<file path="src/rtl/instr_fetch_unit_pkg.sv">
// Shared processor definitions: fetch FSM encoding, halt opcode and instruction field layout.
// Imported by the fetch unit and the control unit.
package instr_fetch_unit_pkg;

   typedef enum logic [1:0] {
      ST_BOOT  = 2'd0,
      ST_FETCH = 2'd1,
      ST_ISSUE = 2'd2,
      ST_HALT  = 2'd3
   } fetch_state_t;

   localparam logic [5:0] HALT_OP_DEFAULT = 6'h3F;

   localparam int INSTR_W  = 32;
   localparam int OP_MSB   = 31;
   localparam int OP_LSB   = 26;
   localparam int OPND_MSB = 25;
   localparam int OPND_LSB = 0;

   function automatic logic [OP_MSB-OP_LSB:0] instr_opcode(input logic [INSTR_W-1:0] w);
      return w[OP_MSB:OP_LSB];
   endfunction

   function automatic logic [OPND_MSB-OPND_LSB:0] instr_operand(input logic [INSTR_W-1:0] w);
      return w[OPND_MSB:OPND_LSB];
   endfunction

endpackage

</file>
<file path="src/rtl/instr_fetch_unit_pc_reg.sv">
// Program counter: parallel load (branch) or increment, wrapping naturally at 2^ADDR_W.
// Load wins over increment when both are requested.
module pc_reg #(
   parameter int                ADDR_W    = 8,
   parameter logic [ADDR_W-1:0] RESET_VAL = '0
) (
   input  logic              clk,
   input  logic              rst_n,
   input  logic              load,
   input  logic              incr,
   input  logic [ADDR_W-1:0] load_val,
   output logic [ADDR_W-1:0] pc
);

   always_ff @(posedge clk or negedge rst_n) begin
      if (!rst_n) begin
         pc <= RESET_VAL;
      end else if (load) begin
         pc <= load_val;
      end else if (incr) begin
         pc <= pc + ADDR_W'(1);
      end
   end

endmodule

</file>
<file path="src/rtl/instr_fetch_unit.sv">
// Instruction fetch unit: fetches a word at PC, holds it for the control unit until retired,
// then advances or branches. A retired HALT_OP parks the unit until reset.
//
//   state    | meaning
//   ---------+-----------------------------------------------------------
//   ST_BOOT  | one cycle after reset release, nothing driven
//   ST_FETCH | mem_rd=1 at PC, waiting for mem_ready
//   ST_ISSUE | instruction held in IR, op_valid=1, waiting for instr_done
//   ST_HALT  | halt opcode retired; only reset leaves
module instr_fetch_unit
   import instr_fetch_unit_pkg::*;
#(
   parameter int                ADDR_W   = 8,
   parameter logic [ADDR_W-1:0] RESET_PC = '0,
   parameter logic [5:0]        HALT_OP  = HALT_OP_DEFAULT
) (
   input  logic              clk,
   input  logic              reset,
   output logic [ADDR_W-1:0] mem_addr,
   output logic              mem_rd,
   input  logic [31:0]       mem_data,
   input  logic              mem_ready,
   output logic [5:0]        OPCode,
   output logic [25:0]       operand,
   output logic              op_valid,
   input  logic              instr_done,
   input  logic              branch_taken,
   input  logic [ADDR_W-1:0] branch_target,
   output logic              halted
);

   fetch_state_t        state, state_nxt;
   logic [INSTR_W-1:0]  ir;
   logic                ir_load;
   logic                pc_load;
   logic                pc_incr;
   logic [ADDR_W-1:0]   pc;

   pc_reg #(
      .ADDR_W    (ADDR_W),
      .RESET_VAL (RESET_PC)
   ) u_pc_reg (
      .clk      (clk),
      .rst_n    (reset),
      .load     (pc_load),
      .incr     (pc_incr),
      .load_val (branch_target),
      .pc       (pc)
   );

   always_ff @(posedge clk or negedge reset) begin
      if (!reset) begin
         state <= ST_BOOT;
      end else begin
         state <= state_nxt;
      end
   end

   always_comb begin
      state_nxt = state;
      ir_load   = 1'b0;
      pc_load   = 1'b0;
      pc_incr   = 1'b0;
      mem_rd    = 1'b0;
      op_valid  = 1'b0;
      halted    = 1'b0;
      case (state)
         ST_BOOT: begin
            state_nxt = ST_FETCH;
         end
         ST_FETCH: begin
            mem_rd = 1'b1;
            if (mem_ready) begin
               ir_load   = 1'b1;
               state_nxt = ST_ISSUE;
            end
         end
         ST_ISSUE: begin
            op_valid = 1'b1;
            if (instr_done) begin
               // halt retirement freezes PC and disregards any branch request
               if (instr_opcode(ir) == HALT_OP) begin
                  state_nxt = ST_HALT;
               end else begin
                  state_nxt = ST_FETCH;
                  pc_load   = branch_taken;
                  pc_incr   = ~branch_taken;
               end
            end
         end
         ST_HALT: begin
            halted = 1'b1;
         end
         default: begin
            state_nxt = ST_BOOT;
         end
      endcase
   end

   always_ff @(posedge clk or negedge reset) begin
      if (!reset) begin
         ir <= '0;
      end else if (ir_load) begin
         ir <= mem_data;
      end
   end

   assign mem_addr = pc;
   assign OPCode   = instr_opcode(ir);
   assign operand  = instr_operand(ir);

endmodule

</file>
<file path="config.mk">
export PLATFORM = sky130hd
export DESIGN_NAME = instr_fetch_unit
export DESIGN_NICKNAME = d
export VERILOG_FILES = /design/src/rtl/instr_fetch_unit_pkg.sv /design/src/rtl/instr_fetch_unit_pc_reg.sv /design/src/rtl/instr_fetch_unit.sv
export SDC_FILE = /design/constraint.sdc
export NUM_CORES = 1
export LEC_CHECK = 0
export BUFFER_PORTS_ARGS = -buffer_cell sky130_fd_sc_hd__buf_2
export CORE_ASPECT_RATIO = 0.75
export CORE_MARGIN = 2
export CORE_UTILIZATION = 41
export DETAILED_ROUTE_END_ITERATION = 7
export GPL_TIMING_DRIVEN = 0
export PLACE_DENSITY = 0.8
export SYNTH_ARGS = -nofsm -noshare
export SYNTH_HDL_FRONTEND = slang
export SYNTH_SLANG_ARGS = --single-unit
</file>
<file path="constraint.sdc">
create_clock -name clk -period 1.5 [get_ports clk]
set_input_delay 0.15 -clock clk [delete_from_list [all_inputs] [get_ports clk]]
set_output_delay 0.15 -clock clk [all_outputs]
set_load 0.02 [all_outputs]
</file>
==> impl_metrics.json, run 1 <==
{
  "max_slew_margin_pct": 37.5,
  "gr-usage-all-layers_pct": 17.0,
  "ctsHtreeMaxLevel": 2,
  "fin_nets": 292,
  "place_inst": 290,
  "drt-wirelength-per-cell_um": 14.1,
  "max_freq_ghz": 0.687,
  "r2r_end": "state[1]",
  "numCtsBuffers": 5,
  "crit_type": "reg2reg",
  "grt_antenna_before_repair": 0,
  "period_needed_ns": 1.46,
  "maxCapViolCount": 0,
  "initial_core_util_pct": 42.4,
  "hold_class": "in2async",
  "finalHoldViolCount": 0,
  "crit_start": "state[0]",
  "vias_per_cell": 5.05,
  "regArea_sq_um": 1050,
  "antennaDiodeCount": 0,
  "cp.required_ns": 1.67,
  "yosysSeqAreaShare_pct": 56.2,
  "rsz0062_at_grt": "yes",
  "place_congestion": 0.759,
  "ys_seq_elements": 42,
  "via_count": 1510,
  "worst_ep_arrival_time_ns": 1.63,
  "io_pins": 88,
  "cts_max_path_buffers": 2,
  "fin_util_pct": 58.9,
  "p_per_area_nw_per_um2": 2150,
  "synth_cells": 146,
  "rows": 21,
  "drtPass1Iterations": 4,
  "core_area_sq_um": 4410,
  "ir_drop_mv": 1.01,
  "synthesis.area_sq_um": 1870,
  "max_slew.worst_pin.slew_ns": 0.938,
  "fin_cells": 299,
  "grt_max_degree": 43,
  "n_fill_cell": 406,
  "status": "complete, no violations",
  "ctsRootBufferMaster": "clkbuf_8",
  "fin_worst_skew_ns": 0.00612,
  "period_share_pct": 97.0,
  "setup_violations": 0,
  "layout_commonest_cell": "buf_2",
  "drive_gt1_share_pct": 60.7,
  "ys_types": 27,
  "remaining_drc_errors": 0,
  "multi_input_area_sq_um": 818,
  "grt_first_pass_wirelength_um": 6710,
  "cp_max_fo": 4,
  "clock_latency_ns": 0.28,
  "ant_nets": 0,
  "wirelength_um": 4220,
  "area_delta_synth_final_pct": 39.0,
  "layout_common_cells": "90 x buf_2, 40 x dfrtp_1, 33 x mux2_2, 11 x nand2_1, 6 x clkbuf_8",
  "endpoint": "state[1]",
  "yosysWarnings": 0,
  "syn_avg_cell_area_sq_um": 12.8,
  "hpwl_um": 2990,
  "drv_slew": 0,
  "largest_reg_flops": 32,
  "io_buffer_count": 87,
  "crit_path_end_kind": "flop",
  "die_y_um": 62.5,
  "clk_pin_slew_worst_paths_ns": 0.08,
  "start_kind": "flop",
  "dieArea_sq_um": 5120,
  "cts_tree": "built",
  "die_w_um": 82.0,
  "synth_nets": 196,
  "grt.overflow.total": 0,
  "drtIter0Drc": 55,
  "numClockSinks": 42,
  "p_leak_nw": 1.25,
  "grt_pass1_vias": 1466,
  "rr_worst_depth": 4,
  "r2r_start": "state[0]",
  "reg2reg_slack_ns": 0.04
}
[per-layer routing]
layer  part of all wire, %  track usage, %  wire length [um]  vias up
li1                      -               -                 -      715
met1                    43            21.1              1800      733
met2                    48            28.6              2040       58
met3                   8.4            5.92               354        4
met4                  0.55            3.75                23        0
met5                     0               0                 0        -
[worst min-delay path by stage]
stage                          end  slack (ns)  cells after the start
global route        u_pc_reg.pc[0]        0.07                      1
detailed placement  u_pc_reg.pc[0]        0.35                      1
floorplan                    ir[0]       -0.15                      0
finish              u_pc_reg.pc[0]       0.008                      1
global placement    u_pc_reg.pc[0]        0.34                      1
CTS                 u_pc_reg.pc[0]        0.04                      1
[worst max-delay path, cell delays in order (launching register included)]
cell	delay, ns
dfrtp_2	0.43
inv_2	0.06
ha_4	0.18
a221oi_4	0.31
mux2_2	0.37
[per-stage QoR]
stage | cell area (sq um) | setup slack (ns) | setup TNS, ns | total power, mW | hold WS, ns
2_1_floorplan | 1880 | 0.00338 | 0 | 3.69 | -0.146
3_3_place_gp | 2390 | -0.134 | -3.84 | 4.44 | 0.342
3_5_place_dp | 2390 | -0.176 | -4.71 | 4.55 | 0.349
4_1_cts | 2550 | 0.00711 | 0 | 5.56 | 0.0357
5_1_grt | 2600 | -0.0297 | -0.122 | 5.96 | 0.0742
6_report | 2600 | 0.0446 | 0 | 5.59 | 0.00757
[cell usage after synthesis]
master / instances / area, sq um
o21ai_0: 6 / 30.0
nand3_1: 2 / 10.0
nor4b_1: 1 / 8.76
o21ba_2: 1 / 10.0
a221oi_1: 1 / 8.76
o2bb2ai_1: 2 / 17.5
nor3_1: 1 / 5.00
nand3b_1: 1 / 7.51
ha_1: 5 / 62.6
nor4_1: 5 / 31.3
a211o_1: 5 / 43.8
and3_1: 1 / 6.26
nor2_1: 3 / 11.3
a31oi_1: 1 / 6.26
mux2_2: 33 / 372
mux2i_1: 1 / 10.0
and4_1: 1 / 8.76
nor2b_1: 2 / 12.5
dfrtp_1: 42 / 1050
inv_1: 6 / 22.5
o211ai_2: 1 / 12.5
o32ai_1: 1 / 8.76
buf_6: 1 / 11.3
nand2_1: 12 / 45.0
buf_2: 6 / 30.0
nand4_1: 2 / 12.5
a21oi_1: 3 / 15.0
[cell families after synthesis]
family	count (synthesis)	synth area share (%)
and+or+nand+nor	31	8.49
AOI/OAI and AO/OA	21	8.16
buffers and inverters	13	3.41
muxes	34	20.4
adders and majority gates	5	3.34
DFF	42	56.2
[layout make-up]
type / instances / area share (%)
Clock inverter: 1 / 1.15
Timing Repair Buffer: 89 / 17.3
Buffer: 7 / 2.74
Clock buffer: 6 / 3.18
Inverter: 6 / 0.866
Sequential cell: 42 / 40.5
Multi-Input combinational cell: 91 / 31.5
Tap cell: 57 / 2.74
[power breakdown]
| group | switching [mW] | internal, mW |
|---|---|---|
| Sequential | 0.365 | 1.67 |
| Clock | 0.358 | 0.532 |
| Combinational | 1.45 | 1.21 |
| Total | 2.17 | 3.41 |
[what timing repair did]
action                     CTS  global route
setup buffers                1             1
setup endpoints to repair   31            37
hold buffers                 0             0
gates cloned                 0             0
resized for setup            9            12
pin swaps                    0             3
(Power assumes the default switching activity.)
==> run 2, diff against run 1 <==
Settings changed: CORE_UTILIZATION 41 to 30, PLACE_DENSITY 0.8 to 0.63.
==> impl_metrics.json, run 2 (synthesized netlist as in run 1, its figures left out) <==
{
  "io_pins": 88,
  "r2r_end": "state[1]",
  "p_leak_nw": 1.27,
  "grt_first_pass_wirelength_um": 6360,
  "max_slew_margin_pct": 34.6,
  "finalPower_mw": 5.53,
  "start_kind": "flop",
  "grt_max_degree": 43,
  "layout_common_cells": "88 x buf_2, 41 x dfrtp_1, 32 x mux2_2, 11 x nand2_1",
  "largest_reg_flops": 32,
  "fin_nets": 297,
  "p_seq_share_pct": 36.5,
  "p_clk_share_pct": 13.4,
  "place_congestion": 0.743,
  "r2r_start": "state[1]",
  "vias_per_cell": 4.61,
  "gr-usage-all-layers_pct": 12.0,
  "area_delta_synth_final_pct": 42.1,
  "clock_latency_ns": 0.28,
  "worst_ep_arrival_time_ns": 1.65,
  "cp_max_fo": 5,
  "rr_worst_depth": 4,
  "status": "complete, no violations",
  "grt_antenna_before_repair": 0,
  "clk_pin_slew_worst_paths_ns": 0.08,
  "endpoint": "state[1]",
  "crit_path_end_kind": "flop",
  "numCtsBuffers": 5,
  "crit_start": "state[1]",
  "cp.required_ns": 1.67,
  "max_slew.worst_pin.slew_ns": 0.980,
  "layout_commonest_cell": "buf_2",
  "drt-wirelength-per-cell_um": 13.4,
  "p_comb_share_pct": 50.1,
  "io_buffer_count": 87,
  "netSwitchingPower_mw": 2.19,
  "max_freq_ghz": 0.676,
  "period_share_pct": 98.7,
  "grt_pass1_vias": 1392,
  "core_area_sq_um": 5920,
  "setup_violations": 0,
  "wirelength_um": 4370,
  "n_fill_cell": 581,
  "remaining_drc_errors": 0,
  "ir_drop_mv": 0.841,
  "drv_slew": 0,
  "hold_buffers": 0,
  "via_count": 1502,
  "drtPass1Iterations": 4,
  "finalHoldViolCount": 0,
  "drive_gt1_share_pct": 60.9,
  "rows": 24,
  "dieArea_sq_um": 6890,
  "grt.overflow.total": 0,
  "ctsRootBufferMaster": "clkbuf_8",
  "maxCapViolCount": 0,
  "finalWorstSetupSlack_ns": 0.0202,
  "drtIter0Drc": 28,
  "reg2reg_slack_ns": 0.02,
  "hold_class": "in2async",
  "die_y_um": 72.4,
  "dpl_worst_slack_ns": -0.185,
  "ctsHtreeMaxLevel": 2,
  "die_w_um": 95.2,
  "p_per_area_nw_per_um2": 2080,
  "period_needed_ns": 1.48,
  "cts_tree": "built",
  "antennaDiodeCount": 0,
  "fin_worst_skew_ns": 0.00408,
  "rsz0062_at_grt": "yes",
  "initial_core_util_pct": 31.6,
  "crit_type": "reg2reg",
  "internal_power_mw": 3.34,
  "ant_nets": 0,
  "hpwl_um": 3060,
  "fin_util_pct": 44.9,
  "cts_max_path_buffers": 2,
  "power_switching_share_pct": 39.6,
  "numClockSinks": 42
}
run 2: cell types whose count changed in the layout (fill, tap and decap cells not counted), sizes merged:
cell	delta
bufinv	-1
clkbuf	+2
clkinv	+1
buf	+4
run 2: worst min-delay path by stage:
stage | start | end | slack [ns] | depth (start not counted)
3_5_place_dp | reset | u_pc_reg.pc[3] | 0.36 | 1
6_report | reset | u_pc_reg.pc[3] | 0.002 | 1
4_1_cts | reset | ir[22] | 0.04 | 1
3_3_place_gp | reset | u_pc_reg.pc[3] | 0.35 | 1
5_1_grt | mem_data[4] | ir[4] | 0.08 | 2
2_1_floorplan | reset | ir[0] | -0.15 | 0
run 2: what timing repair did:
item	4_1_cts	5_1_grt
setup buffers	1	5
cloned	0	1
gates resized for setup	4	20
pin swaps	0	1
setup endpoints to repair	31	37
run 2: layout make-up:
cell class / count / area, sq um / area share, %
timing repair buffer: 94 / 498 / 18.7
clock buffer: 7 / 86.3 / 3.25
tap: 78 / 97.6 / 3.67
clock inverter: 1 / 5.00 / 0.188
sequential: 42 / 1050 / 39.6
multi-input combinational: 91 / 823 / 31.0
buffer: 7 / 73.8 / 2.78
inverter: 6 / 22.5 / 0.847
run 2: worst max-delay path: stages, from the launching register on:
cell      delay, ns
dfrtp_2        0.45
buf_4          0.15
ha_1           0.21
a221oi_4       0.24
mux2_4         0.32
run 2: metal layers:
metal	up-vias	global-route usage, %	routed length, um
met1	713	15.8	1940
met5	-	0	0
met4	0	3.38	19
li1	727	-	-
met3	2	4.98	381
met2	60	18.1	2030
run 2: stage by stage:
step	instance area [sq um]	setup TNS (ns)	hold slack (ns)	std cells
final	2660	0	0.00158	326
after global routing	2660	-0.324	0.0778	326
after CTS	2520	-0.507	0.0413	320
after detailed placement	2410	-4.96	0.363	311
after global placement	2410	-4.28	0.355	311
after floorplan	1880	0	-0.146	146
run 2: power by group through the flow:
stage	clock [mW]	sequential, mW	combinational (mW)
floorplan	0	2.65	1.04
global placement	0	2.01	2.45
detailed placement	0	2.04	2.50
CTS	0.789	2.02	2.54
global route	0.822	2.10	2.99
finish	0.741	2.02	2.77
==> run 3, diff against run 2 <==
Settings changed: SYNTH_HIERARCHICAL set to 1.
==> impl_metrics.json, run 3 <==
{
  "ys.flop_type": "dfrtp_1",
  "start_kind": "flop",
  "holdWs_ns": 0.0165,
  "cp.required_ns": 1.72,
  "synth-xor-area-share_pct": 1.88,
  "p_comb_share_pct": 48.6,
  "drive_gt1_share_pct": 62.6,
  "place_congestion": 0.737,
  "remaining_drc_errors": 0,
  "yosysWarnings": 6,
  "largest_reg_flops": 32,
  "finalWorstSetupSlack_ns": -0.173,
  "max_slew.worst_pin.slew_ns": 0.963,
  "ys_types": 26,
  "multi_input_area_sq_um": 831,
  "die_w_um": 94.9,
  "slowest_delay_ns": 0.51,
  "cp_max_fo": 5,
  "cp_slowest_cell": "or4_1",
  "drtIter0Drc": 12,
  "maxCapViolCount": 0,
  "synth_nets": 191,
  "setup_violations": 7,
  "violations": "negative setup slack",
  "regArea_sq_um": 1050,
  "numCtsBuffers": 5,
  "synth_largest_area_cell": "dfrtp_1",
  "ant_nets": 0,
  "finalHoldViolCount": 0,
  "worst_ep_arrival_time_ns": 1.89,
  "clk_pin_slew_worst_paths_ns": 0.08,
  "rsz0062_at_grt": "yes",
  "area_delta_synth_final_pct": 45.4,
  "syn_avg_cell_area_sq_um": 13.3,
  "p_seq_share_pct": 36.4,
  "yosys-top-cells-area": "dfrtp_1 56%, mux2_2 19%, ha_1 4.0%, nand2_1 2.2%, buf_6 1.8%",
  "path_cells": "nand4_1 -> o211ai_1 -> buf_4 -> nor2_4 -> or4_1 -> nand3_1",
  "io_pins": 88,
  "synthesis.area_sq_um": 1860,
  "cts_max_path_buffers": 2,
  "grt_pass1_vias": 1358,
  "fin_nets": 296,
  "grt_first_pass_wirelength_um": 6150,
  "initial_core_util_pct": 31.5,
  "yosysSeqAreaShare_pct": 56.5,
  "drv_slew": 0,
  "core_area_sq_um": 5920,
  "io_buffer_count": 87,
  "synth_edf_count": 0,
  "netlist_top_cells_count": "42 x dfrtp_1, 31 x mux2_2, 11 x nand2_1",
  "rows": 24,
  "drtPass1Iterations": 4,
  "ir_drop_mv": 0.915,
  "hpwl_um": 2900,
  "vias_per_cell": 4.47,
  "period_needed_ns": 1.67,
  "gr-usage-all-layers_pct": 11.6,
  "wirelength_um": 4260,
  "grt_max_degree": 43,
  "netSwitchingPower_mw": 2.30,
  "numClockSinks": 42,
  "async_flop_share_pct": 100,
  "synth_top_area_share_pct": 56.5,
  "cts_tree": "built",
  "p_leak_nw": 1.31,
  "p_clk_share_pct": 15.0,
  "muxShareOfSynthArea_pct": 20.4,
  "hold_buffers": 0,
  "max_freq_ghz": 0.598,
  "p_per_area_nw_per_um2": 2150,
  "grt.overflow.total": 0,
  "ctsRootBufferMaster": "clkbuf_8",
  "die_y_um": 72.2,
  "internal_power_mw": 3.51,
  "fin_worst_skew_ns": 0.00499,
  "yosysMostFrequentCell": "dfrtp_1",
  "synth-adder-area-share_pct": 4.03,
  "clock_latency_ns": 0.28,
  "crit_type": "reg2reg",
  "layout_commonest_cell": "buf_2",
  "layout_common_cells": "87 x buf_2, 41 x dfrtp_1, 31 x mux2_2, 10 x nand2_1, 9 x buf_4",
  "grt_antenna_before_repair": 0,
  "dieArea_sq_um": 6850,
  "status": "finished with violations",
  "max_slew_margin_pct": 35.8,
  "crit_path_end_kind": "flop",
  "synth-simple-area-share_pct": 10.5,
  "n_fill_cell": 565,
  "ys_seq_elements": 42,
  "hold_class": "in2async",
  "final_area_sq_um": 2710,
  "fin_util_pct": 45.7,
  "ctsHtreeMaxLevel": 2,
  "synth_top_family_by_area": "multiplexers",
  "synth_compound_area_share_pct": 3.43,
  "drt-wirelength-per-cell_um": 13.1,
  "power_switching_share_pct": 39.7,
  "period_share_pct": 112,
  "antennaDiodeCount": 0,
  "place_area_sq_um": 2410,
  "via_count": 1447,
  "synth_cells": 140
}
-- run 3: cell types whose count changed after synthesis, moves of 4 or more --
| cell | change |
|---|---|
| nand3_1 | +4 |
| nor4_1 | -4 |
| buf_2 | -6 |
| a211o_1 | -5 |
-- run 3: kinds of logic after synthesis --
family,count (synthesis)
AO/OA/AOI/OAI,11
multiplexers,34
buffers and inverters,9
AND/OR/NAND/NOR,34
XOR/XNOR,4
flip-flops,42
adder cells (fa/ha/maj),6
-- run 3: power by group through the flow --
| stage | registers, mW | logic, mW | clock network, mW |
|---|---|---|---|
| 3_3_place_gp | 2.11 | 2.53 | 0 |
| 5_1_grt | 2.20 | 3.04 | 0.954 |
| 2_1_floorplan | 2.78 | 1.05 | 0 |
| 6_report | 2.12 | 2.82 | 0.872 |
| 3_5_place_dp | 2.14 | 2.58 | 0 |
| 4_1_cts | 2.11 | 2.71 | 0.915 |
-- run 3: metal layers --
| metal | GRT usage (%) | routed length, um | vias up | part of all wire, % |
|---|---|---|---|---|
| met2 | 18.3 | 1920 | 55 | 45 |
| li1 | - | - | 706 | - |
| met1 | 15.2 | 1970 | 684 | 46 |
| met3 | 4.67 | 356 | 2 | 8.4 |
| met4 | 2.90 | 10 | 0 | 0.23 |
| met5 | 0 | 0 | - | 0 |
-- run 3: final timing paths --
kind	start	end	slack, ns	depth (start not counted)
setup / recovery	ir[30]	u_pc_reg/pc[7]	-0.17	6
hold / removal	reset	u_pc_reg/pc[6]	0.02	1
setup reg to reg	ir[30]	u_pc_reg/pc[7]	-0.17	6
hold reg to reg	ir[17]	ir[17]	0.50	1
max in group asynchronous	reset	state[1]	0.83	1
min in group clk	mem_data[17]	ir[17]	0.08	2
-- run 3: critical path, delay by kind of cell (launching register included) --
family | cells | cell delay, ns
compound gates | 1 | 0.24
buf+inv | 1 | 0.19
flops | 1 | 0.37
simple gates | 4 | 0.81
-- run 3: timing repair --
item                       4_1_cts  5_1_grt
pin swaps                        4        3
setup endpoints to repair       38       18
gates resized for setup         10       15
setup buffers                    6        4
gates cloned                     0        2
-- run 3: through the flow --
step / TNS [ns] / setup slack, ns / instances / total power, mW
finish: -0.661 / -0.173 / 324 / 5.81
global route: -1.74 / -0.299 / 324 / 6.20
CTS: -0.856 / -0.197 / 318 / 5.74
detailed placement: -3.77 / -0.277 / 305 / 4.72
global placement: -3.55 / -0.251 / 305 / 4.64
floorplan: -1.07 / -0.204 / 140 / 3.83
-- run 3: layout make-up --
type                            instances  area share, %
Clock buffer                            7           2.82
Sequential cell                        42           38.9
Inverter                                3          0.416
Multi-Input combinational cell         90           30.7
Clock inverter                          1           1.11
Buffer                                  5           2.22
Tap cell                               78           3.61
Timing Repair Buffer                   98           20.2
